[config.mk]
export PLATFORM = sky130hd
export DESIGN_NAME = audio_i2s_tx
export DESIGN_NICKNAME = d
export VERILOG_FILES = /design/src/rtl/audio_i2s_tx.sv
export SDC_FILE = /design/constraint.sdc
export NUM_CORES = 1
export LEC_CHECK = 0
export CAP_MARGIN = 10
export CORE_ASPECT_RATIO = 2
export CORE_UTILIZATION = 59
export CTS_BUF_LIST = sky130_fd_sc_hd__clkbuf_8
export DETAILED_ROUTE_END_ITERATION = 8
export GPL_ROUTABILITY_DRIVEN = 0
export GPL_TIMING_DRIVEN = 0
export PLACE_DENSITY = 0.92
export SYNTH_ARGS = -nofsm -noshare
export SYNTH_HDL_FRONTEND = slang
export SYNTH_SLANG_ARGS = --single-unit
[constraint.sdc]
create_clock -name clk -period 3.7 [get_ports clk]
set_input_delay 0.555 -clock clk [delete_from_list [all_inputs] [get_ports clk]]
set_output_delay 0.555 -clock clk [all_outputs]
set_load 0.005 [all_outputs]
[src/rtl/audio_i2s_tx.sv]
// rtl/audio_i2s_tx.sv - I2S stereo transmitter gated by PLL lock; I2S_UNDERRUN_HOLD_EN repeats the last frame on underrun
module audio_i2s_tx #(
    parameter int DATA_W    = 16,
    parameter int SLOT_W    = 32,
    parameter int BCLK_DIV  = 4,
    parameter int LOCK_WAIT = 1024
) (
    input  logic              clk,
    input  logic              rst,
    input  logic              pll_lock,
    input  logic              s_valid,
    output logic              s_ready,
    input  logic [DATA_W-1:0] s_left,
    input  logic [DATA_W-1:0] s_right,
    input  logic              underrun_clr,
    output logic              i2s_bclk,
    output logic              i2s_lrck,
    output logic              i2s_dout,
    output logic              running,
    output logic              underrun
);
    localparam int FRAME_BITS = 2 * SLOT_W;
    localparam int DIV_W      = (BCLK_DIV > 1) ? $clog2(BCLK_DIV) : 1;
    localparam int BIT_W      = $clog2(FRAME_BITS);
    localparam int LOCK_W     = (LOCK_WAIT > 1) ? $clog2(LOCK_WAIT) : 1;

    localparam logic [DIV_W-1:0]  DIV_LAST  = DIV_W'(BCLK_DIV - 1);
    localparam logic [DIV_W-1:0]  DIV_HALF  = DIV_W'(BCLK_DIV / 2);
    localparam logic [BIT_W-1:0]  BIT_LAST  = BIT_W'(FRAME_BITS - 1);
    localparam logic [BIT_W-1:0]  BIT_RIGHT = BIT_W'(SLOT_W);
    localparam logic [LOCK_W-1:0] LOCK_LAST = LOCK_W'(LOCK_WAIT - 1);

    localparam logic [1:0] ST_IDLE = 2'd0;
    localparam logic [1:0] ST_WAIT = 2'd1;
    localparam logic [1:0] ST_RUN  = 2'd2;

    logic [1:0]            state;
    logic [LOCK_W-1:0]     lock_cnt;
    logic [DIV_W-1:0]      div_cnt;
    logic [BIT_W-1:0]      bit_cnt;
    logic                  buf_full;
    logic [DATA_W-1:0]     buf_left;
    logic [DATA_W-1:0]     buf_right;
    logic [FRAME_BITS-1:0] shift_reg;

    logic                  fall_tick;
    logic                  frame_wrap;
    logic [DIV_W-1:0]      div_next;
    logic [BIT_W-1:0]      bit_next;
    logic [SLOT_W-1:0]     buf_left_pad;
    logic [SLOT_W-1:0]     buf_right_pad;
    logic [FRAME_BITS-1:0] load_frame;

`ifdef I2S_UNDERRUN_HOLD_EN
    logic [FRAME_BITS-1:0] frame_reg;
`endif

    assign running = (state == ST_RUN);
    assign s_ready = (state == ST_RUN) && !buf_full;

    always_comb begin
        fall_tick     = (state == ST_RUN) && (div_cnt == DIV_LAST);
        frame_wrap    = fall_tick && (bit_cnt == BIT_LAST);
        div_next      = (div_cnt == DIV_LAST) ? '0 : div_cnt + 1'b1;
        bit_next      = bit_cnt;
        if (fall_tick) begin
            bit_next = (bit_cnt == BIT_LAST) ? '0 : bit_cnt + 1'b1;
        end
        // Samples are left-justified in their slot, zero padded below the LSB.
        buf_left_pad  = SLOT_W'(buf_left) << (SLOT_W - DATA_W);
        buf_right_pad = SLOT_W'(buf_right) << (SLOT_W - DATA_W);
        if (buf_full) begin
            load_frame = {buf_left_pad, buf_right_pad};
        end else begin
`ifdef I2S_UNDERRUN_HOLD_EN
            load_frame = frame_reg;
`else
            load_frame = '0;
`endif
        end
    end

`ifdef I2S_UNDERRUN_HOLD_EN
    // Outside RUN the frame register stays clear, so the entry frame is silence.
    always_ff @(posedge clk or posedge rst) begin
        if (rst) begin
            frame_reg <= '0;
        end else if (!pll_lock || state != ST_RUN) begin
            frame_reg <= '0;
        end else if (frame_wrap) begin
            frame_reg <= load_frame;
        end
    end
`endif

    always_ff @(posedge clk or posedge rst) begin
        if (rst) begin
            state     <= ST_IDLE;
            lock_cnt  <= '0;
            div_cnt   <= '0;
            bit_cnt   <= '0;
            i2s_bclk  <= 1'b0;
            i2s_lrck  <= 1'b0;
            i2s_dout  <= 1'b0;
            buf_full  <= 1'b0;
            buf_left  <= '0;
            buf_right <= '0;
            shift_reg <= '0;
            underrun  <= 1'b0;
        end else begin
            if (underrun_clr) begin
                underrun <= 1'b0;
            end
            if (!pll_lock) begin
                state     <= ST_IDLE;
                lock_cnt  <= '0;
                div_cnt   <= '0;
                bit_cnt   <= '0;
                i2s_bclk  <= 1'b0;
                i2s_lrck  <= 1'b0;
                i2s_dout  <= 1'b0;
                buf_full  <= 1'b0;
                buf_left  <= '0;
                buf_right <= '0;
                shift_reg <= '0;
            end else begin
                case (state)
                    ST_IDLE: begin
                        state    <= ST_WAIT;
                        lock_cnt <= '0;
                    end
                    ST_WAIT: begin
                        if (lock_cnt == LOCK_LAST) begin
                            state     <= ST_RUN;
                            div_cnt   <= '0;
                            bit_cnt   <= '0;
                            shift_reg <= '0;
                        end else begin
                            lock_cnt <= lock_cnt + 1'b1;
                        end
                    end
                    ST_RUN: begin
                        div_cnt  <= div_next;
                        bit_cnt  <= bit_next;
                        i2s_bclk <= (div_next >= DIV_HALF);
                        i2s_lrck <= (bit_next >= BIT_RIGHT);
                        // dout lags the shift register by one bit: the I2S one-BCLK delay.
                        if (fall_tick) begin
                            i2s_dout <= shift_reg[FRAME_BITS-1];
                            if (frame_wrap) begin
                                shift_reg <= load_frame;
                                buf_full  <= 1'b0;
                                if (!buf_full) begin
                                    underrun <= 1'b1;
                                end
                            end else begin
                                shift_reg <= shift_reg << 1;
                            end
                        end
                        if (s_valid && !buf_full) begin
                            buf_full  <= 1'b1;
                            buf_left  <= s_left;
                            buf_right <= s_right;
                        end
                    end
                    default: begin
                        state <= ST_IDLE;
                    end
                endcase
            end
        end
    end
endmodule

==> reports/results.txt <==
Status - finished, final reports clean
Setup Viol. Count Final - 0
Die outline height - 128 um
Post-Route WL - 10900 um
Post-route minimum period - 2.36 ns
Hold Crit Class - reg -> reg
Gr usage total - 29.1%
Nets - 556
Final Cell Area - 0.00551 sq mm
Root buf cell - clkbuf_8
Synth Area in XOR/XNOR - 0.935%
Top cell types by occurrence after synthesis - 105 x dfrtp_1, 71 x nand3_1, 48 x nand2_1
Share of synthesized flip-flops with an asynchronous set or reset - 100%
Synth cell types - 47
WL met2 - 5920 um
Leakage - 2.48 nW
Detailed placement HPWL - 7680 um
IO Pins - 43
Slew Viols, Final - 0
Pint - 1.70 mW
CTS buffer count - 9
CP Capture Type - primary output
Top cell type's share of synthesized area - 56.1%
#FFs+latches synth - 105
Most common cell in the netlist - dfrtp_1
DRT Pass-1 Iters - 5
Layout cells sized above 1 - 9.40%
Worst skew pair latency - 0.39 ns
Net switching power - 0.490 mW
Post-route DRC - 0
Area leader, netlist - dfrtp_1
Comb pwr share - 6.2%
Post-CTS sizing - 0
Dpl ws - 1.02 ns
Worst hold path depth - 2
Reg2reg start - lock_cnt[0]
RSZ-0062 raised after global routing - no
Slew @ Worst Pin - 0.721 ns
Post-synth EDFFs - 0
Vias in the first global route - 4006
Final ANT Viol Nets - 0
Metal1 wirelength - 4200 um
Post-synthesis mux area share - 0%
DR iter-0 viols - 393
Max Cap Viol - 0
Largest family of logic cells by synthesized area - simple AND/OR/NAND/NOR gates
Postcts setup bufs - 0
Crit path launch - state[0]
Number of flip-flops in the largest register - 48
Design Power - 2.19 mW
Complex-gate fraction of the synthesized area - 15.7%
Metal3 WL - 365 um
Ys flop type - dfrtp_1
Antenna violations before repair - 0
Clk_skew - 0.00954 ns
Worst vdd ir - 266 uV
Area after DPL - 0.00525 sq mm
Clock power share - 39.6%
Hold path start - shift_reg[36]
CTS tree - done
Area grow syn2layout - 17.5%
Synthesized area - 0.00469 sq mm
Max layer used - met4
Critical path arrival - 1.81 ns
Diode count - 0
Finished Layout Cells - 615
Yosys Warn Count - 0
H-tree depth - 3
First-pass GRT wire length - 18400 um
Req. time, crit path - 3.14 ns
Area of the die - 0.00832 sq mm
Length in cells of the worst reg-to-reg path - 6
Syn Nets - 502
Simple-Gate Fraction of Synth Area - 21.7%
Top cells by area, synth - dfrtp_1 56%, nand3_1 7.6%, a22o_1 6.4%, a31oi_1 4.7%, nand2_1 3.8%
Crit Path Class - reg -> out
Maximum clock frequency - 0.423 GHz
Mapped Cells - 462
Largest fanout of any net on the critical path - 7
Syn avg cell area - 10.1 sq um
Clock Sinks - 105
Row count - 45
Final hold violations - 0
Vias/cell - 6.33
WL/cell - 17.6 um
GRT overflow - 0
Core footprint - 0.00766 sq mm
Clk buf depth - 2
Sequential share of power - 54.1%
Seq/Total Area, Yosys - 56.1%
Worst setup SP type - flip-flop
DR vias - 3892
PD cells - 398 mW/mm^2
IO buf count - 42
Final cycle utilization of the critical path - 63.9%
Placed Instances - 599
Starting Density - 61.2%
Hold Buf Count CTS - 0
Die width - 65.0 um
Final setup margin - 1.34 ns
Sw frac - 22.3%
Largest net degree at the start of global routing - 77
Adder-cell share of the synthesized area - 0.801%
Slew headroom - 51.1%
Clock-pin slew on the worst setup and hold paths - 0.09 ns
kinds of logic (layout without fill, tap and decap cells):
logic type / Yosys count / after routing
adder cells (fa/ha/maj): 3 / 3
AND/OR/NAND/NOR: 202 / 202
flip-flops: 105 / 105
XOR/XNOR: 5 / 5
buffers and inverters: 46 / 105
AO/OA/AOI/OAI: 101 / 101
worst max-delay path, cell delays in order, from the launching register on:
cell             delay, ns
dfrtp_1               0.44
nand2b_4              0.21
nor2_1                0.22
clkdlybuf4s50_1       0.55
path summary, 6_finish.rpt:
check / end / slack (ns)
worst max-delay path: s_ready / 1.34
worst min-delay path: shift_reg[36] / 0.48
min in group asynchronous: shift_reg[37] / 0.51
worst min register to register: shift_reg[36] / 0.48
worst max register to register: shift_reg[30] / 1.62
max in group asynchronous: shift_reg[52] / 2.50
per-layer routing:
metal  GRT usage, %  vias to the layer above
met1           32.2                     1945
li1               -                     1795
met2           50.5                      119
met3           5.60                       33
met5              0                        -
met4           17.3                        0
layout make-up:
| type | instances | area (sq um) |
|---|---|---|
| multi-input combinational | 311 | 1830 |
| fill | 556 | 2150 |
| timing repair buffer | 43 | 448 |
| inverter | 7 | 28.8 |
| tap | 94 | 118 |
| sequential | 105 | 2630 |
| clock buffer | 10 | 138 |
| clock inverter | 6 | 114 |
| buffer | 39 | 201 |
through the flow:
stage	hold slack, ns	TNS [ns]	util, %
after global routing	0.511	0	71.9
after global placement	0.453	-100.31	68.2
final	0.480	0	71.9
after detailed placement	0.461	0	68.6
after CTS	0.486	0	71.9
after floorplan	0.438	0	-
power groups by stage:
stage / registers, mW / logic (mW) / clock network (mW)
2_1_floorplan: 1.20 / 0.0715 / 0
3_3_place_gp: 1.21 / 0.128 / 0
3_5_place_dp: 1.21 / 0.137 / 0
4_1_cts: 1.19 / 0.138 / 0.874
5_1_grt: 1.19 / 0.152 / 0.907
6_report: 1.19 / 0.137 / 0.869
cell usage in the layout (no fill, tap or decap), drive strengths merged, types with 8 or more instances in the layout:
master,synthesis,routed
nand4,18,18
buf,23,24
clkbuf,16,26
clkdlybuf4s50,0,42
a22o,34,34
a21oi,9,9
nand3,71,71
nand2,48,48
dfrtp,105,105
o21ai,11,11
a31oi,35,35
inv,7,8
nor2,41,41
No activity file was read; power rests on OpenSTA's default activity.
